<file path="src/rtl/dp_pkg.sv">
// Shared opcode and sequencer-state definitions for the bus-based datapath.
package dp_pkg;

   typedef enum logic [3:0] {
      OP_ADD  = 4'd0,
      OP_SUB  = 4'd1,
      OP_AND  = 4'd2,
      OP_OR   = 4'd3,
      OP_SHL  = 4'd4,
      OP_SHR  = 4'd5,
      OP_ADDI = 4'd6,
      OP_LD   = 4'd7,
      OP_ST   = 4'd8
   } op_e;

   localparam logic [3:0] OP_LAST_LEGAL = OP_ST;

   typedef enum logic [2:0] {
      S_IDLE,
      S_T1,
      S_T2,
      S_T3,
      S_T4,
      S_MEM,
      S_T5
   } state_e;

   function automatic logic is_legal(input logic [3:0] op);
      return op <= OP_LAST_LEGAL;
   endfunction

   function automatic logic is_mem(input logic [3:0] op);
      return (op == OP_LD) || (op == OP_ST);
   endfunction

endpackage

</file>
<file path="src/rtl/dp_alu.sv">
// Combinational ALU; any opcode other than SUB/AND/OR/SHL/SHR adds,
// which covers ADD, ADDI and the LD/ST address computation.
module dp_alu
   import dp_pkg::*;
#(
   parameter int DATA_W = 32
) (
   input  logic [DATA_W-1:0] a,
   input  logic [DATA_W-1:0] b,
   input  logic [3:0]        op,
   output logic [DATA_W-1:0] result
);

   localparam int SH_W = $clog2(DATA_W);

   always_comb begin
      result = a + b;
      case (op)
         OP_SUB:  result = a - b;
         OP_AND:  result = a & b;
         OP_OR:   result = a | b;
         OP_SHL:  result = a << b[SH_W-1:0];
         OP_SHR:  result = a >> b[SH_W-1:0];
         default: result = a + b;
      endcase
   end

endmodule

</file>
<file path="src/rtl/param_datapath.sv">
// Single-bus multi-cycle datapath: register file, Y/Z ALU latches, MAR/MDR
// memory port, sequenced one micro-step per clock by a small FSM.
module param_datapath
   import dp_pkg::*;
#(
   parameter  int DATA_W   = 32,
   parameter  int NUM_REGS = 16,
   parameter  int ADDR_W   = 9,
   localparam int RA_W     = $clog2(NUM_REGS)
) (
   input  logic              clk,
   input  logic              clr,
   input  logic              cmd_valid,
   output logic              cmd_ready,
   input  logic [3:0]        cmd_op,
   input  logic [RA_W-1:0]   cmd_ra,
   input  logic [RA_W-1:0]   cmd_rb,
   input  logic [RA_W-1:0]   cmd_rc,
   input  logic [DATA_W-1:0] cmd_imm,
   output logic              done,
   output logic              err,
   output logic              busy,
   output logic              mem_req,
   output logic              mem_we,
   output logic [ADDR_W-1:0] mem_addr,
   output logic [DATA_W-1:0] mem_wdata,
   input  logic [DATA_W-1:0] mem_rdata,
   input  logic              mem_ack,
   output logic [DATA_W-1:0] bus_contents,
   output logic              flag_z,
   output logic              flag_n
);

   state_e            state_q, state_d;
   logic [3:0]        op_q, op_d;
   logic [RA_W-1:0]   ra_q, ra_d, rb_q, rb_d, rc_q, rc_d;
   logic [DATA_W-1:0] imm_q, imm_d, y_q, y_d, z_q, z_d, mdr_q, mdr_d;
   logic [ADDR_W-1:0] mar_q, mar_d;
   logic              flag_z_q, flag_z_d, flag_n_q, flag_n_d;
   logic              done_q, done_d, err_q, err_d;
   logic [DATA_W-1:0] regs_q [NUM_REGS];

   logic              reg_we;
   logic [RA_W-1:0]   reg_wa;
   logic [DATA_W-1:0] reg_wd;
   logic [DATA_W-1:0] bus, alu_res;
   logic [3:0]        alu_op;
   logic              mem_op;

   assign mem_op = is_mem(op_q);
   assign alu_op = mem_op ? OP_ADD : op_q;

   dp_alu #(.DATA_W(DATA_W)) u_alu (
      .a      (y_q),
      .b      (bus),
      .op     (alu_op),
      .result (alu_res)
   );

   always_comb begin
      state_d  = state_q;
      op_d     = op_q;
      ra_d     = ra_q;
      rb_d     = rb_q;
      rc_d     = rc_q;
      imm_d    = imm_q;
      y_d      = y_q;
      z_d      = z_q;
      mar_d    = mar_q;
      mdr_d    = mdr_q;
      flag_z_d = flag_z_q;
      flag_n_d = flag_n_q;
      done_d   = 1'b0;
      err_d    = 1'b0;
      reg_we   = 1'b0;
      reg_wa   = ra_q;
      reg_wd   = z_q;
      bus      = '0;
      case (state_q)
         S_IDLE: begin
            if (cmd_valid) begin
               op_d  = cmd_op;
               ra_d  = cmd_ra;
               rb_d  = cmd_rb;
               rc_d  = cmd_rc;
               imm_d = cmd_imm;
               if (is_legal(cmd_op)) begin
                  state_d = S_T1;
               end else begin
                  done_d = 1'b1;
                  err_d  = 1'b1;
               end
            end
         end
         S_T1: begin
            // Only the memory base path treats R0 as a hard zero.
            if (mem_op && rb_q == '0) bus = '0;
            else                      bus = regs_q[rb_q];
            y_d     = bus;
            state_d = S_T2;
         end
         S_T2: begin
            if (mem_op || op_q == OP_ADDI) bus = imm_q;
            else                           bus = regs_q[rc_q];
            z_d = alu_res;
            if (!mem_op) begin
               flag_z_d = (alu_res == '0);
               flag_n_d = alu_res[DATA_W-1];
            end
            state_d = S_T3;
         end
         S_T3: begin
            bus = z_q;
            if (mem_op) begin
               mar_d   = z_q[ADDR_W-1:0];
               state_d = (op_q == OP_LD) ? S_MEM : S_T4;
            end else begin
               reg_we  = 1'b1;
               done_d  = 1'b1;
               state_d = S_IDLE;
            end
         end
         S_T4: begin
            bus     = regs_q[ra_q];
            mdr_d   = bus;
            state_d = S_MEM;
         end
         S_MEM: begin
            bus = (op_q == OP_LD) ? mem_rdata : mdr_q;
            if (mem_ack) begin
               if (op_q == OP_LD) begin
                  mdr_d   = mem_rdata;
                  state_d = S_T5;
               end else begin
                  done_d  = 1'b1;
                  state_d = S_IDLE;
               end
            end
         end
         S_T5: begin
            bus     = mdr_q;
            reg_we  = 1'b1;
            reg_wd  = mdr_q;
            done_d  = 1'b1;
            state_d = S_IDLE;
         end
         default: state_d = S_IDLE;
      endcase
   end

   always_ff @(posedge clk) begin
      if (clr) begin
         state_q  <= S_IDLE;
         op_q     <= '0;
         ra_q     <= '0;
         rb_q     <= '0;
         rc_q     <= '0;
         imm_q    <= '0;
         y_q      <= '0;
         z_q      <= '0;
         mar_q    <= '0;
         mdr_q    <= '0;
         flag_z_q <= 1'b0;
         flag_n_q <= 1'b0;
         done_q   <= 1'b0;
         err_q    <= 1'b0;
         for (int i = 0; i < NUM_REGS; i++) regs_q[i] <= '0;
      end else begin
         state_q  <= state_d;
         op_q     <= op_d;
         ra_q     <= ra_d;
         rb_q     <= rb_d;
         rc_q     <= rc_d;
         imm_q    <= imm_d;
         y_q      <= y_d;
         z_q      <= z_d;
         mar_q    <= mar_d;
         mdr_q    <= mdr_d;
         flag_z_q <= flag_z_d;
         flag_n_q <= flag_n_d;
         done_q   <= done_d;
         err_q    <= err_d;
         if (reg_we) regs_q[reg_wa] <= reg_wd;
      end
   end

   assign cmd_ready    = (state_q == S_IDLE);
   assign busy         = (state_q != S_IDLE);
   assign mem_req      = (state_q == S_MEM);
   assign mem_we       = (state_q == S_MEM) && (op_q == OP_ST);
   assign mem_addr     = mar_q;
   assign mem_wdata    = mdr_q;
   assign done         = done_q;
   assign err          = err_q;
   assign flag_z       = flag_z_q;
   assign flag_n       = flag_n_q;
   assign bus_contents = bus;

endmodule

</file>
<file path="config.mk">
export PLATFORM = sky130hd
export DESIGN_NAME = param_datapath
export DESIGN_NICKNAME = d
export VERILOG_FILES = /design/src/rtl/dp_pkg.sv /design/src/rtl/dp_alu.sv /design/src/rtl/param_datapath.sv
export SDC_FILE = /design/constraint.sdc
export NUM_CORES = 2
export LEC_CHECK = 0
export BUFFER_PORTS_ARGS = -buffer_cell sky130_fd_sc_hd__buf_2
export CELL_PAD_IN_SITES_DETAIL_PLACEMENT = 1
export CELL_PAD_IN_SITES_GLOBAL_PLACEMENT = 1
export CORE_MARGIN = 8
export CORE_UTILIZATION = 40
export DETAILED_ROUTE_END_ITERATION = 16
export PLACE_DENSITY_LB_ADDON = 0.1
export SLEW_MARGIN = 30
export SYNTH_ARGS = -nofsm -noshare
export SYNTH_HDL_FRONTEND = slang
export SYNTH_HIERARCHICAL = 1
export SYNTH_SLANG_ARGS = --single-unit
</file>
<file path="constraint.sdc">
create_clock -name clk -period 9.73 [get_ports clk]
set_clock_uncertainty 0.1 [all_clocks]
set_input_delay 1.4595 -clock clk [delete_from_list [all_inputs] [get_ports clk]]
set_output_delay 1.4595 -clock clk [all_outputs]
set_load 0.02 [all_outputs]
</file>
==> run metrics <==
cts repair resizes 0; Synth Area per Inst ~11 um2; Worst VDD drop approximately 0.00013 V; width of the die around 350 um; final WL 216 mm; critical path fanouts, max 47; CTS tree yes; CTS H-tree lvls 3; Total Nets Final approximately 4000; Worst-Margin Slew around 1 ns; CTS clock-pin slew for the worst setup and hold paths about 0.060 ns; RSZ-0062 raised after global routing false; sequential fraction of the synthesis area roughly 42%; largest family of logic cells by synthesized area multiplexers; final hold vios 0; net count after synthesis about 4000; adder-cell share of the synthesized area 1.73%; area leader, netlist edfxtp_1; Lkg Pwr 0.0166 uW; hpwl dp 148 mm; CP Data Arrival Time approximately 8.9 ns; number of flops mapped to enable cells by yosys roughly 510; clock sink total slightly below 700; Die Y roughly 350 um; Final ANT Viol Nets 0; DR iter-0 viols ~5600; root buffer selected by CTS clkbuf_16; required time worst endpoint 10.21 ns; post-synthesis mux area share 26.3%; CTS Buf Count 83; layout cell share with drive strength beyond 1 around a quarter; setup ws final approximately 1.3 ns; critical path endpoint category flop; area delta synth->final 12.0%; Avg WL per Cell 38.9 um; most common cell in the netlist nor2_1; # rows between 100 and 150; FMAX between 100 and 150 MHz; Die Area roughly 0.12 mm2; # hold bufs at CTS 0; Fin Setup TNS 0 ns; Main synth FF type edfxtp_1; setup violators final 0; startpoint type of the worst setup path flop; fin crit period ~8.4 ns; io pins 165; DR pass1 iterations 5; first-pass GRT wire length approximately 300 mm; Yosys reg bits 684; GRT Residual Overflow 0; Yosys warnings 6; vias per inst ~6.8; Clock Latency Late Sink 0.67 ns; GRT Overall Usage 34.4%; Synth Instances between 3000 and 4000; status finished, final reports clean; number of global-route vias before repair 37500; I/O Buffers between 150 and 200; Post-route DRC 0; Post-Synth XOR/XNOR Area 1.10%; Starting Density between 40% and 50%; post-synthesis async set-or-reset flop share 0%; max cap viols 0; initial antenna violation count 4; Compound-Gate Fraction of Synth Area around an eighth; Synth cell types between 90 and 100; total number of vias between 30000 and 40000; largest net degree at the start of global routing roughly 70; Core ar. approximately 0.11 mm2; top cell type's share of synthesized area around a third; top post-synthesis cells by count nor2_1 (639), edfxtp_1 (512), mux4_2 (397); Hold Path Class flop to flop; Post-CTS Setup Inserts 0; ranking of synthesized cells by area edfxtp_1 (35%), mux4_2 (20%), dfxtp_1 (7.8%); final period utilization approximately 86%; Cell Pwr Density ~180 mW/mm2; Setup CP Type flop to flop; pre-CTS setup slack approximately 1.6 ns; Synth Area in Simple Gates between 10 and 15%; gp weighted congestion slightly above 1; mapped cell area ~0.044 mm2; pins over their slew limit 0; Slew HR a little under a third; Clock Tree Buf Depth 3
power breakdown:
part | internal, uW | switching [uW] | total, uW
combinational | 828 | 1580 | 2410
sequential | 3240 | 192 | 3440
clock | 1780 | 1320 | 3100
total | 5850 | 3090 | 8950
logic make-up after synthesis:
logic type                 after synthesis
AOI/OAI and AO/OA                      807
xor gates and xnor gates                56
adders and majority gates               67
buffers and inverters                  399
DFF                                    684
muxes                                  667
and+or+nand+nor                       1248
registers in the layout (all words and copies together) (netlist names), named ones only:
| name | count |
|---|---|
| state_q | 3 |
| regs_q | 512 |
| done | 1 |
| op_q | 4 |
| y_q | 32 |
| mem_wdata | 32 |
| rb_q | 4 |
| mem_addr | 9 |
| ra_q | 4 |
| rc_q | 4 |
| z_q | 32 |
| err | 1 |
| flag_n | 1 |
| flag_z | 1 |
| imm_q | 32 |
final cells by class:
cell class              count  area (um2)
diodes                      6        15.0
clock buffers             103        2180
clock inverters            49         440
fillers                 11700       60600
inverters                  27         101
multi-input cells        2845       24100
flip-flops and latches    684       18900
well taps                1488        1860
repair buffers            340        2240
per-stage QoR:
step / area (um2) / hold WS (ns) / total power, uW / std cells / util, %
2_1_floorplan: 44400 / 0.336 / 4850 / 3928 / -
3_3_place_gp: 47000 / 0.344 / 5820 / 5382 / 42.6
3_5_place_dp: 47100 / 0.358 / 5830 / 5382 / 42.6
4_1_cts: 49700 / 0.359 / 8900 / 5534 / 45.0
5_1_grt: 49700 / 0.393 / 9180 / 5536 / 45.1
6_report: 49800 / 0.352 / 8950 / 5542 / 45.1
layout by cell type (no fill, tap or decap), drive strengths merged, types with 35 or more instances in the layout:
cell type    n
a211oi      46
a21o        36
a21oi      251
a22oi       46
buf        340
clkbuf     103
clkinv      37
dfxtp      172
edfxtp     512
ha          35
mux2i      252
mux4       397
nand2      363
nand2b      40
nand3       44
nor2       639
nor3        36
o21ai      141
path summary, 6_finish.rpt:
kind | slack (ns) | from | cells after the start | endpoint
max | 1.34 | op_q[1] | 27 | flag_z
min | 0.35 | rc_q[2] | 2 | flop
max reg2reg | 1.34 | op_q[1] | 27 | flag_z
min reg2reg | 0.35 | rc_q[2] | 2 | flop
layer usage:
layer / vias up / part of all wire (%) / GRT usage, %
met3: 431 / 11 / 9.73
met5: - / 0.0060 / 0
met2: 2391 / 44 / 52.3
met1: 19600 / 39 / 45.4
met4: 2 / 5.3 / 16.2
li1: 15200 / - / -
critical path: stages (launching register included):
cell and delay, ns:
dfxtp_1 0.39, nor4b_1 0.80, o21ai_1 0.25, nand4_1 0.20, buf_4 0.50, buf_4 0.31, o22a_1 0.35, o2111ai_4 0.17
buf_4 0.34, nor2_1 0.37, and3_1 0.28, nand2_1 0.09, nand2_1 0.08, xor2_1 0.23, ha_1 0.35, a2111oi_0 0.43
o21ai_1 0.44, a21oi_1 0.39, a31oi_1 0.18, a21oi_1 0.28, o21a_1 0.21, xor2_1 0.32, o221ai_1 0.27, nor4_1 0.40
nand4_1 0.15, nor2_1 0.18, nand2_1 0.07, a21oi_1 0.13
No activity file was read; power rests on OpenSTA's default activity.
